`src/rtl/mux_select_arbiter_if.sv`:
```
// Request/grant bundle between the 16 requesters and the shared-mux arbiter.
// The arbiter side uses master; the requester side uses slave.
interface mux_select_arbiter_if;
    logic [15:0] req;
    logic [15:0] grant;
    logic [3:0]  sel;
    logic        valid;

    modport master (input req, output grant, output sel, output valid);
    modport slave  (output req, input grant, input sel, input valid);
endinterface

```
`src/rtl/mux_select_arbiter.sv`:
```
// Round-robin arbiter for a shared 16:1 mux; drives one-hot grant, binary sel and valid.
// Latency: 1 cycle from req to registered grant/sel/valid; release hand-off needs no idle bubble.
// Backpressure: none; requesters hold req until granted. Optional ARB_HOLD_LIMIT_EN bounds ownership to HOLD_MAX cycles.
module mux_select_arbiter #(
    parameter int HOLD_MAX = 8
) (
    input  logic                 clk,
    input  logic                 reset,
    mux_select_arbiter_if.master arb
);
    localparam logic [0:0] IDLE  = 1'b0;
    localparam logic [0:0] OWNED = 1'b1;

    if (HOLD_MAX < 2 || HOLD_MAX > 255) begin : g_bad_hold_max
        $error("HOLD_MAX must be in 2..255");
    end

    logic [0:0] state;
    logic [3:0] own;
    logic [3:0] ptr;
    logic [7:0] cnt;
    logic       hold_hit;
    logic [3:0] start;
    logic [3:0] win;

    always_comb begin
        hold_hit = 1'b0;
`ifdef ARB_HOLD_LIMIT_EN
        hold_hit = (state == OWNED) && arb.req[own] && (cnt == 8'(HOLD_MAX - 1));
`endif
        // A forced rotation searches past the owner so it ends up last in line.
        start = hold_hit ? (own + 4'd1) : ptr;
        win   = start;
        for (int i = 15; i >= 0; i--) begin
            if (arb.req[start + 4'(i)]) begin
                win = start + 4'(i);
            end
        end
    end

    always_ff @(posedge clk) begin
        if (!reset) begin
            state     <= IDLE;
            own       <= 4'd0;
            ptr       <= 4'd0;
            cnt       <= 8'd0;
            arb.grant <= 16'h0000;
            arb.sel   <= 4'd0;
            arb.valid <= 1'b0;
        end else begin
            case (state)
                IDLE: begin
                    if (|arb.req) begin
                        state     <= OWNED;
                        own       <= win;
                        ptr       <= win + 4'd1;
                        cnt       <= 8'd0;
                        arb.grant <= 16'h0001 << win;
                        arb.sel   <= win;
                        arb.valid <= 1'b1;
                    end
                end
                OWNED: begin
                    if (arb.req[own] && !hold_hit) begin
                        if (cnt != 8'hFF) begin
                            cnt <= cnt + 8'd1;
                        end
                    end else if (|arb.req) begin
                        own       <= win;
                        ptr       <= win + 4'd1;
                        cnt       <= 8'd0;
                        arb.grant <= 16'h0001 << win;
                        arb.sel   <= win;
                        arb.valid <= 1'b1;
                    end else begin
                        state     <= IDLE;
                        arb.grant <= 16'h0000;
                        arb.sel   <= 4'd0;
                        arb.valid <= 1'b0;
                    end
                end
                default: begin
                    state     <= IDLE;
                    arb.grant <= 16'h0000;
                    arb.sel   <= 4'd0;
                    arb.valid <= 1'b0;
                end
            endcase
        end
    end
endmodule

```
`src/flat_wrapper.sv`:
```
// flat-port wrapper written by rule: the top's interface ports become plain ports
module mux_select_arbiter_flat 
#(
    parameter int HOLD_MAX = 8
)
  (clk, reset, arb_req, arb_grant, arb_sel, arb_valid);
  mux_select_arbiter_if arb_i ();
  input  logic clk;
  input  logic reset;
  input wire logic [$bits(arb_i.req)-1:0] arb_req;
  output wire logic [$bits(arb_i.grant)-1:0] arb_grant;
  output wire logic [$bits(arb_i.sel)-1:0] arb_sel;
  output wire logic [$bits(arb_i.valid)-1:0] arb_valid;
  assign arb_i.req = arb_req;
  assign arb_grant = arb_i.grant;
  assign arb_sel = arb_i.sel;
  assign arb_valid = arb_i.valid;
  mux_select_arbiter #(.HOLD_MAX(HOLD_MAX)) u_core (.clk(clk), .reset(reset), .arb(arb_i));
endmodule
```
`config.mk`:
```
export PLATFORM = sky130hd
export DESIGN_NAME = mux_select_arbiter_flat
export DESIGN_NICKNAME = d
export VERILOG_FILES = /design/src/rtl/mux_select_arbiter_if.sv /design/src/rtl/mux_select_arbiter.sv /design/src/flat_wrapper.sv
export SDC_FILE = /design/constraint.sdc
export NUM_CORES = 1
export LEC_CHECK = 0
export CAP_MARGIN = 10
export CORE_MARGIN = 3
export CORE_UTILIZATION = 63
export DETAILED_ROUTE_END_ITERATION = 6
export PLACE_DENSITY = 0.87
export SETUP_SLACK_MARGIN = 0.2
export SYNTH_ARGS = -nofsm -noshare
export SYNTH_HDL_FRONTEND = slang
export SYNTH_SLANG_ARGS = --single-unit
```
`constraint.sdc`:
```
create_clock -name clk -period 9.6 [get_ports clk]
set_clock_uncertainty 0.15 [all_clocks]
set_input_delay 2.88 -clock clk [delete_from_list [all_inputs] [get_ports clk]]
set_output_delay 2.88 -clock clk [all_outputs]
set_load 0.1 [all_outputs]
```
==> impl_metrics.json, run 1 <==
{
  "mean_instance_size_in_the_synthesized_netlist_um2": 9.07,
  "final_max_slew_viol_count": 0,
  "detailedRoute.firstPassIterationCount": 5,
  "nNetsFinal": 467,
  "cts_htree_levels": 2,
  "postCtsHoldBufs": 0,
  "hpwl_um": 7720,
  "fp.dieH_um": 83.2,
  "area_growth_syn_to_layout_pct": 12.8,
  "final_layout_size_suffix_gt1_share_pct": 18.3,
  "starting_density_pct": 66.6,
  "grt_pass1_wl_um": 17400,
  "postSynth.topFlopCell": "sky130_fd_sc_hd__dfxtp_1",
  "tritoncts_buffers": 5,
  "pin_count_of_the_biggest_net_entering_global_routing": 33,
  "whs_ps": 304,
  "min-delay-path-class": "reg -> reg",
  "clk_transition_reported_paths_ps": 60,
  "hold_violations": 0,
  "synthCells": 414,
  "post-route-min-period_ps": 6650,
  "final_cell_area_um2": 4230,
  "global_route.overflow_total": 0,
  "rr_endpoint": "u_core.arb.grant[5]",
  "total_of_warnings_raised_by_yosys": 0,
  "detail_route.drc_violations": 0,
  "crit_required_ps": 9630,
  "layout_worst_path_cycle_share_pct": 69.3,
  "port-buffer-count": 38,
  "final_core_utilization_pct": 75.0,
  "wirelength_um": 10700,
  "seq_area_frac_synth_pct": 16.0,
  "placement_rows": 27,
  "die_w_um": 83.2,
  "critical_path_arrival_ps": 6680,
  "detailed_place.area_um2": 4140,
  "sort_of_element_at_the_start_of_the_critical_path": "primary input",
  "worst_skew_pair.late_latency_ps": 290,
  "io_pins": 39,
  "met1_global_route_usage_pct": 43.1,
  "grt_pass1_vias": 3486,
  "cts.root.buffer_cell": "sky130_fd_sc_hd__clkbuf_8",
  "fin_tns_setup_ps": 0,
  "post_synth_instance_area_um2": 3750,
  "path_max_fanout": 11,
  "synthDistinctLibCells": 68,
  "worstReg2RegStart": "u_core.ptr[1]",
  "number_of_synthesized_flops_with_an_enable_pin": 0,
  "post_cts_resized": 0,
  "detail_route.vias_per_cell": 7.06,
  "cellLeakagePower_nw": 1.51,
  "post_cts.repair.setup_buffers": 0,
  "core_area_um2": 5640,
  "routabilityCongestion": 1.02,
  "maxCapViolations": 0,
  "r2r_slack_ps": 4270,
  "fmaxAchievable_mhz": 150,
  "worst_slew_margin_rel_pct": 30.9,
  "ant_nets": 0,
  "ctsLongestPathBuffers": 2,
  "report.final.setup_viol": 0,
  "r2r_cells": 13,
  "setup.worst_path.end_class": "flip-flop",
  "grtUsageMet2_pct": 48.2,
  "cts_tree": "built",
  "peakVddDrop_uv": 305,
  "status": "finished, final reports clean",
  "num_antenna_cells": 0,
  "postSynthNetCount": 440,
  "worst_setup_path_category": "in -> reg",
  "worst_hold_path.num_cells": 2,
  "worstSetupStartpoint": "arb_req[11]",
  "most_crowded_layer_after_global_routing": "met2",
  "report.power.total_mw": 1.68,
  "tightest_slew_ps": 1030,
  "clock_sink_count": 30,
  "asyncSetResetFlopFracSynth_pct": 0,
  "design.die.area_um2": 6920,
  "whs_endpoint": "u_core.arb.grant[3]",
  "first_iter_violations": 311,
  "powerDensity_nw_per_um2": 397,
  "wire_per_inst_um": 20.8,
  "worst_hold_startpoint": "u_core.arb.grant[3]",
  "globalRouteMet3Util_pct": 4.07,
  "post_synthesis_register_bit_count": 30,
  "rsz0062_at_grt": "no",
  "antenna_found_initial": 0,
  "routed-via-count": 3629,
  "grt_usage_pct": 30.6
}
[layout by cell type (no fill, tap or decap), types with 4 or more instances in the layout]
cell type / Yosys / final
sky130_fd_sc_hd__nand4_1: 7 / 7
sky130_fd_sc_hd__xnor2_1: 9 / 9
sky130_fd_sc_hd__nor2_1: 29 / 29
sky130_fd_sc_hd__inv_1: 9 / 9
sky130_fd_sc_hd__a21oi_1: 13 / 13
sky130_fd_sc_hd__mux2i_2: 6 / 6
sky130_fd_sc_hd__a22oi_1: 4 / 4
sky130_fd_sc_hd__nand4bb_1: 4 / 4
sky130_fd_sc_hd__clkbuf_8: 0 / 6
sky130_fd_sc_hd__nor3_1: 12 / 12
sky130_fd_sc_hd__mux2_2: 19 / 19
sky130_fd_sc_hd__nand3_1: 4 / 4
sky130_fd_sc_hd__a21boi_1: 13 / 13
sky130_fd_sc_hd__nand2_1: 54 / 54
sky130_fd_sc_hd__o21ai_0: 15 / 15
sky130_fd_sc_hd__nor2b_1: 7 / 7
sky130_fd_sc_hd__mux2i_1: 26 / 26
sky130_fd_sc_hd__and2_1: 14 / 14
sky130_fd_sc_hd__ha_1: 8 / 8
sky130_fd_sc_hd__mux4_2: 25 / 25
sky130_fd_sc_hd__o21bai_1: 4 / 4
sky130_fd_sc_hd__xor2_1: 4 / 4
sky130_fd_sc_hd__buf_4: 2 / 6
sky130_fd_sc_hd__nor4_1: 4 / 4
sky130_fd_sc_hd__a21boi_0: 7 / 7
sky130_fd_sc_hd__o211ai_1: 4 / 4
sky130_fd_sc_hd__clkdlybuf4s50_1: 0 / 38
sky130_fd_sc_hd__dfxtp_1: 30 / 30
sky130_fd_sc_hd__o22ai_1: 5 / 5
[layer usage]
layer / up-vias / wire, um
li1: 1626 / -
met1: 1744 / 4600
met2: 227 / 5050
met3: 32 / 770
met4: 0 / 244
met5: - / 0
[power by group]
part	switching, mW	internal (mW)
clock	0.0494	0.0575
combinational	0.877	0.527
sequential	0.0183	0.153
total	0.945	0.738
[cell families after synthesis]
logic type	synth area share (%)
AOI/OAI and AO/OA	20.6
xor gates and xnor gates	5.20
adders and majority gates	2.67
buffers and inverters	4.60
DFF	16.0
muxes	31.2
and+or+nand+nor	19.8
[area by class of cell]
type | count | area [um2]
sequential | 30 | 601
multi-input combinational | 349 | 2980
fill | 385 | 1410
clock inverter | 2 | 12.5
timing repair buffer | 44 | 425
clock buffer | 6 | 82.6
tap | 72 | 90.1
inverter | 11 | 41.3
[flip-flops by register name, summed over array words and instances (netlist names)]
signal and flops:
u_core.arb.valid 1, u_core.arb.sel 4, u_core.ptr 4, u_core.arb.grant 16, u_core.state 1, u_core.own 4
[critical path: stages]
cell	delay, ps
sky130_fd_sc_hd__clkdlybuf4s50_1	580
sky130_fd_sc_hd__mux4_1	720
sky130_fd_sc_hd__mux2_2	330
sky130_fd_sc_hd__mux2_2	330
sky130_fd_sc_hd__nor2_1	110
sky130_fd_sc_hd__o31ai_1	80
sky130_fd_sc_hd__a21oi_1	260
sky130_fd_sc_hd__o31ai_4	110
sky130_fd_sc_hd__xnor2_1	830
sky130_fd_sc_hd__o41ai_1	240
sky130_fd_sc_hd__and2_1	210
[metrics by stage]
stage | cells | setup slack [ps]
finish | 514 | 2950
global route | 514 | 2810
CTS | 514 | 3060
detailed placement | 506 | 2820
global placement | 506 | 2870
floorplan | 414 | 3790
[synth_stat cells, drive strengths merged, types with 5 or more instances]
library cell / n / area share [%]
mux2: 19 / 5.7
dfxtp: 30 / 16
o22ai: 5 / 0.83
nor2b: 7 / 1.2
a21oi: 13 / 1.7
o21ai: 17 / 2.4
inv: 11 / 1.1
mux2i: 32 / 9.1
ha: 8 / 2.7
xnor2: 11 / 3.0
mux4: 27 / 16
nand2: 54 / 5.4
buf: 14 / 2.5
and2: 14 / 2.3
clkbuf: 10 / 1.0
a21boi: 20 / 4.0
nor2: 29 / 2.9
nand4: 7 / 1.2
nor3: 12 / 1.6
xor2: 7 / 2.2
[worst max path at each step]
| stage | end | slack [ps] |
|---|---|---|
| finish | u_core.arb.grant[5] | 2950 |
| global placement | u_core.ptr[2] | 2870 |
| detailed placement | u_core.ptr[2] | 2820 |
| CTS | u_core.arb.grant[5] | 3060 |
| global route | u_core.arb.grant[5] | 2810 |
| floorplan | u_core.ptr[2] | 3790 |
No activity file was read; power rests on OpenSTA's default activity.
==> run 2: changes to the inputs <==
Settings changed: CORE_UTILIZATION 63 to 53, PLACE_DENSITY 0.87 to 0.78.
Clock period 9.6 ns to 5.65 ns, I/O delays scaled along.
==> run 2 against run 1 <==
  * Die area up 17%
  * Register-to-register slack lost 3200 ps
  * Total power is 74% higher
  * Routed wire length decreased by 3.6%
  * First-iteration DRC count shrank 16%
  * Cell area rose by 2.0%
  * Clock-buffer cell count grew 1
==> impl_metrics.json, run 2 (synthesized netlist as in run 1, its figures left out) <==
{
  "crit_required_ps": 5710,
  "preCtsSetupSlack_ps": 122,
  "final_core_utilization_pct": 63.2,
  "fin_tns_setup_ps": 0,
  "core_area_um2": 6830,
  "num_antenna_cells": 0,
  "final_max_slew_viol_count": 0,
  "largest_reg_flops": 16,
  "maxCapViolations": 0,
  "pin_count_of_the_biggest_net_entering_global_routing": 33,
  "port-buffer-count": 38,
  "met1_global_route_usage_pct": 37.1,
  "rsz0062_at_grt": "no",
  "wirelength_um": 10300,
  "most_crowded_layer_after_global_routing": "met2",
  "detailed_place.area_um2": 4220,
  "layout_worst_path_cycle_share_pct": 93.0,
  "io_pins": 39,
  "placement_rows": 30,
  "report.final.setup_viol": 0,
  "detail_route.vias_per_cell": 6.49,
  "cts_htree_levels": 2,
  "postCtsHoldBufs": 0,
  "globalRouteMet3Util_pct": 3.43,
  "powerDensity_nw_per_um2": 678,
  "post_cts.repair.setup_buffers": 0,
  "first_iter_violations": 260,
  "setup.worst_path.end_class": "flip-flop",
  "hold_violations": 0,
  "wire_per_inst_um": 18.9,
  "cts_tree": "built",
  "layout.filler_cells": 592,
  "worst_skew_pair.late_latency_ps": 270,
  "detailedRoute.firstPassIterationCount": 5,
  "cellLeakagePower_nw": 1.54,
  "report.power.total_mw": 2.93,
  "status": "finished, final reports clean",
  "critical_path_arrival_ps": 5310,
  "routabilityCongestion": 0.948,
  "clock_sink_count": 30,
  "path_max_fanout": 8,
  "placed_cells": 537,
  "worst_slew_margin_rel_pct": 33.9,
  "antenna_found_initial": 0,
  "nNetsFinal": 474,
  "clk_transition_reported_paths_ps": 60,
  "layout.cells.most_common_list": "sky130_fd_sc_hd__nand2_1 (54), sky130_fd_sc_hd__clkdlybuf4s50_1 (38), sky130_fd_sc_hd__dfxtp_1 (30)",
  "cts.root.buffer_cell": "sky130_fd_sc_hd__clkbuf_8",
  "grt_pass1_wl_um": 16900,
  "grt_usage_pct": 25.1,
  "die_w_um": 90.2,
  "layout_setup_ws_ps": 396,
  "final_cell_count_no_fill": 545,
  "area_growth_syn_to_layout_pct": 15.0,
  "worst_setup_path_category": "in -> reg",
  "routed-via-count": 3537,
  "design.die.area_um2": 8130,
  "max_flop_register": "u_core.arb.grant",
  "global_route.overflow_total": 0,
  "final_layout_size_suffix_gt1_share_pct": 19.6,
  "fmaxAchievable_mhz": 190,
  "sort_of_element_at_the_start_of_the_critical_path": "primary input",
  "post-route-min-period_ps": 5250,
  "peakVddDrop_uv": 387,
  "starting_density_pct": 55.0,
  "ctsLongestPathBuffers": 2,
  "grtUsageMet2_pct": 39.0,
  "hpwl_um": 7610,
  "min-delay-path-class": "reg -> reg",
  "tritoncts_buffers": 5,
  "detail_route.drc_violations": 0,
  "tightest_slew_ps": 988,
  "commonest_non_fill_non_tap_cell_in_the_layout": "sky130_fd_sc_hd__nand2_1",
  "grt_pass1_vias": 3298,
  "final_cell_area_um2": 4320,
  "whs_ps": 302,
  "ant_nets": 0,
  "post_cts_resized": 0,
  "fp.dieH_um": 90.2
}
-- run 2: changes by cell type in the layout (fill, tap and decap cells not counted), sizes merged --
cell	change
buf	+7
clkbuf	+1
clkinvlp	-1
-- run 2: worst paths after layout --
path / from / to / slack (ps) / depth (start not counted)
max: arb_req[3] / u_core.arb.grant[14] / 400 / 11
min: u_core.arb.grant[9] / u_core.arb.grant[9] / 300 / 2
max reg2reg: u_core.ptr[1] / u_core.arb.grant[4] / 1090 / 13
min reg2reg: u_core.arb.grant[9] / u_core.arb.grant[9] / 300 / 2
-- run 2: cell type report --
type	count	area, um2	share of cell area (%)
clock buffers	7	86.3	2.00
clock inverters	1	5.00	0.116
inverters	11	41.3	0.956
multi-input cells	349	2990	69.2
flip-flops and latches	30	601	13.9
well taps	96	120	2.78
repair buffers	51	478	11.1
-- run 2: critical path, cell delays in order --
cell	delay (ps)
sky130_fd_sc_hd__clkdlybuf4s50_1	540
sky130_fd_sc_hd__mux4_1	730
sky130_fd_sc_hd__mux2_2	340
sky130_fd_sc_hd__mux2_2	330
sky130_fd_sc_hd__nor3b_1	190
sky130_fd_sc_hd__o311ai_1	140
sky130_fd_sc_hd__a2111oi_2	430
sky130_fd_sc_hd__o31ai_2	200
sky130_fd_sc_hd__or2_1	330
sky130_fd_sc_hd__nand4bb_1	230
sky130_fd_sc_hd__a21boi_1	130
-- run 2: routing by layer --
| metal | routed length, um | up-vias |
|---|---|---|
| met4 | 149 | 0 |
| met5 | 0 | - |
| li1 | - | 1644 |
| met1 | 4780 | 1714 |
| met3 | 685 | 15 |
| met2 | 4670 | 164 |
-- run 2: report_power, final --
part / switching (mW) / internal, mW / total (mW)
Sequential: 0.0352 / 0.260 / 0.295
Clock: 0.0747 / 0.0980 / 0.173
Combinational: 1.50 / 0.961 / 2.46
Total: 1.61 / 1.32 / 2.93
==> run 3: changes to the inputs <==
Settings changed: ABC_AREA set to 1, CAP_MARGIN 10 to not set, CORE_UTILIZATION 53 to 51, SKIP_CTS_REPAIR_TIMING set to 1.
==> run 3 against run 2 <==
  * Clock-buffer cell count decreased by 1
  * Setup slack improved by 680 ps
  * Synthesized cell count up 33%
  * Register-to-register slack improved by 170 ps
  * Cell area shrank 20%
  * Critical endpoint is now u_core.ptr[2]
==> impl_metrics.json, run 3 <==
{
  "sort_of_element_at_the_start_of_the_critical_path": "primary input",
  "num_antenna_cells": 0,
  "global_route.overflow_total": 0,
  "critical_path_arrival_ps": 4590,
  "detailedRoute.firstPassIterationCount": 5,
  "fmaxAchievable_mhz": 218,
  "synthDistinctLibCells": 28,
  "clock_sink_count": 30,
  "crit_required_ps": 5670,
  "seq_area_frac_synth_pct": 20.4,
  "post-route-min-period_ps": 4580,
  "cts_tree": "built",
  "tritoncts_buffers": 5,
  "maxCapViolations": 0,
  "crit_top_cell": "sky130_fd_sc_hd__nand2_1",
  "worst_setup_path_category": "in -> reg",
  "hpwl_um": 6610,
  "status": "finished, final reports clean",
  "tightest_slew_ps": 980,
  "total_of_warnings_raised_by_yosys": 0,
  "report.final.setup_viol": 0,
  "hold_violations": 0,
  "sequential_cell_area_um2": 601,
  "detail_route.vias_per_cell": 5.29,
  "postSynth.topFlopCell": "sky130_fd_sc_hd__dfxtp_1",
  "die_w_um": 82.0,
  "area_growth_syn_to_layout_pct": 17.0,
  "starting_density_pct": 53.2,
  "largest_reg_flops": 16,
  "post-synth-top-area-fraction_pct": 29.6,
  "path_max_fanout": 11,
  "worst_slew_margin_rel_pct": 34.4,
  "first_iter_violations": 263,
  "r2r_cells": 29,
  "detail_route.drc_violations": 0,
  "fp.dieH_um": 82.0,
  "asyncSetResetFlopFracSynth_pct": 0,
  "worst_skew_pair.late_latency_ps": 280,
  "ant_nets": 0,
  "fin_tns_setup_ps": 0,
  "port-buffer-count": 38,
  "synthMostInstantiatedCell": "sky130_fd_sc_hd__nand2_1",
  "mean_instance_size_in_the_synthesized_netlist_um2": 5.36,
  "commonest_non_fill_non_tap_cell_in_the_layout": "sky130_fd_sc_hd__nand2_1",
  "min-delay-path-class": "reg -> reg",
  "worst_hold_path.num_cells": 2,
  "final_layout_size_suffix_gt1_share_pct": 4.98,
  "timing.critical_path.slowest_cell_delay_ps": 590,
  "ctsLongestPathBuffers": 2,
  "design.die.area_um2": 6730,
  "grt_usage_pct": 27.4,
  "routabilityCongestion": 0.950,
  "number_of_synthesized_flops_with_an_enable_pin": 0,
  "layout.filler_cells": 562,
  "cts.root.buffer_cell": "sky130_fd_sc_hd__clkbuf_8",
  "setup.worst_path.end_class": "flip-flop",
  "critical_path.slowest_cell": "sky130_fd_sc_hd__clkdlybuf4s50_1",
  "layout_worst_path_cycle_share_pct": 81.0,
  "antenna_found_initial": 0,
  "netlist_top_cells_count": "sky130_fd_sc_hd__nand2_1 (232), sky130_fd_sc_hd__nand3_1 (71), sky130_fd_sc_hd__inv_1 (61), sky130_fd_sc_hd__a21oi_1 (45), sky130_fd_sc_hd__dfxtp_1 (30)",
  "routed-via-count": 3459,
  "layout.cells.most_common_list": "sky130_fd_sc_hd__nand2_1 (232), sky130_fd_sc_hd__nand3_1 (71), sky130_fd_sc_hd__inv_1 (61)",
  "max_flop_register": "u_core.arb.grant",
  "clk_transition_reported_paths_ps": 70,
  "io_pins": 39,
  "post_synth_instance_area_um2": 2950,
  "placement_rows": 27,
  "synthCells": 550,
  "cts_htree_levels": 2,
  "post_synthesis_register_bit_count": 30,
  "rsz0062_at_grt": "no",
  "final_max_slew_viol_count": 0,
  "synth.top_cells.by_area": "sky130_fd_sc_hd__nand2_1 (30%), sky130_fd_sc_hd__dfxtp_1 (20%), sky130_fd_sc_hd__nand3_1 (12%)",
  "wirelength_um": 8610,
  "core_area_um2": 5540,
  "grt_pass1_vias": 3279,
  "nNetsFinal": 607,
  "wire_per_inst_um": 13.2,
  "pin_count_of_the_biggest_net_entering_global_routing": 29,
  "area_of_the_multi_input_gates_um2": 1990,
  "synth_top_cell_by_area": "sky130_fd_sc_hd__nand2_1",
  "postSynthNetCount": 576,
  "grt_pass1_wl_um": 14400
}
[run 3: cell count changes after synthesis, sizes merged, moves of 7 or more]
cell and delta:
nand2 +182, a21oi +32, mux4 -27, inv +59, xnor2 -10, nor3 -11
nand4 -7, and2 -12, mux2i -31, a21boi -20, mux2 -19, nor2b -7
nand3 +67
[run 3: kinds of logic (layout without fill, tap and decap cells)]
logic type | count (synthesis) | in the layout | share of synthesized area (%)
compound gates | 77 | 77 | 14.2
xor+xnor | 6 | 6 | 2.04
fa+ha+maj | 8 | 8 | 3.40
buf+inv | 88 | 120 | 12.1
flops | 30 | 30 | 20.4
mux | 1 | 1 | 0.340
simple gates | 340 | 340 | 47.6
[run 3: stage by stage]
step	cells	setup WS [ps]	utilization, %	hold slack (ps)	area (um2)
after global routing	654	641	62.2	338	3450
final	654	1070	62.2	313	3450
after floorplan	550	1760	-	303	2950
after detailed placement	646	814	60.5	307	3350
after CTS	654	1110	62.2	319	3450
after global placement	646	881	60.5	301	3350
[run 3: routing by layer]
metal	track usage, %	part of all wire (%)
met5	0	0
met3	4.50	5.3
met1	34.8	45
met4	10.8	1.8
met2	45.8	48
[run 3: layout make-up]
cell class / count / share of cell area (%)
Clock buffer: 6 / 2.39
Clock inverter: 2 / 0.363
Inverter: 70 / 7.62
Multi-Input combinational cell: 432 / 57.7
Sequential cell: 30 / 17.4
Tap cell: 72 / 2.61
Timing Repair Buffer: 42 / 11.9
[run 3: path summary, 6_finish.rpt]
path / slack, ps / to / from
hold / removal: 310 / u_core.arb.valid / u_core.arb.valid
hold reg to reg: 310 / u_core.arb.valid / u_core.arb.valid
setup / recovery: 1070 / u_core.ptr[2] / arb_req[10]
setup reg to reg: 1260 / u_core.ptr[2] / u_core.ptr[0]
[run 3: critical path, delay by kind of cell]
kind | cells | cell delay (ps)
AO/OA/AOI/OAI | 2 | 210
adder cells (fa/ha/maj) | 1 | 370
buffers and inverters | 1 | 590
AND/OR/NAND/NOR | 23 | 1730
Power of run 3 is not shown: default switching activity piles up to over one toggle a cycle in this logic, so the estimate is an artifact.
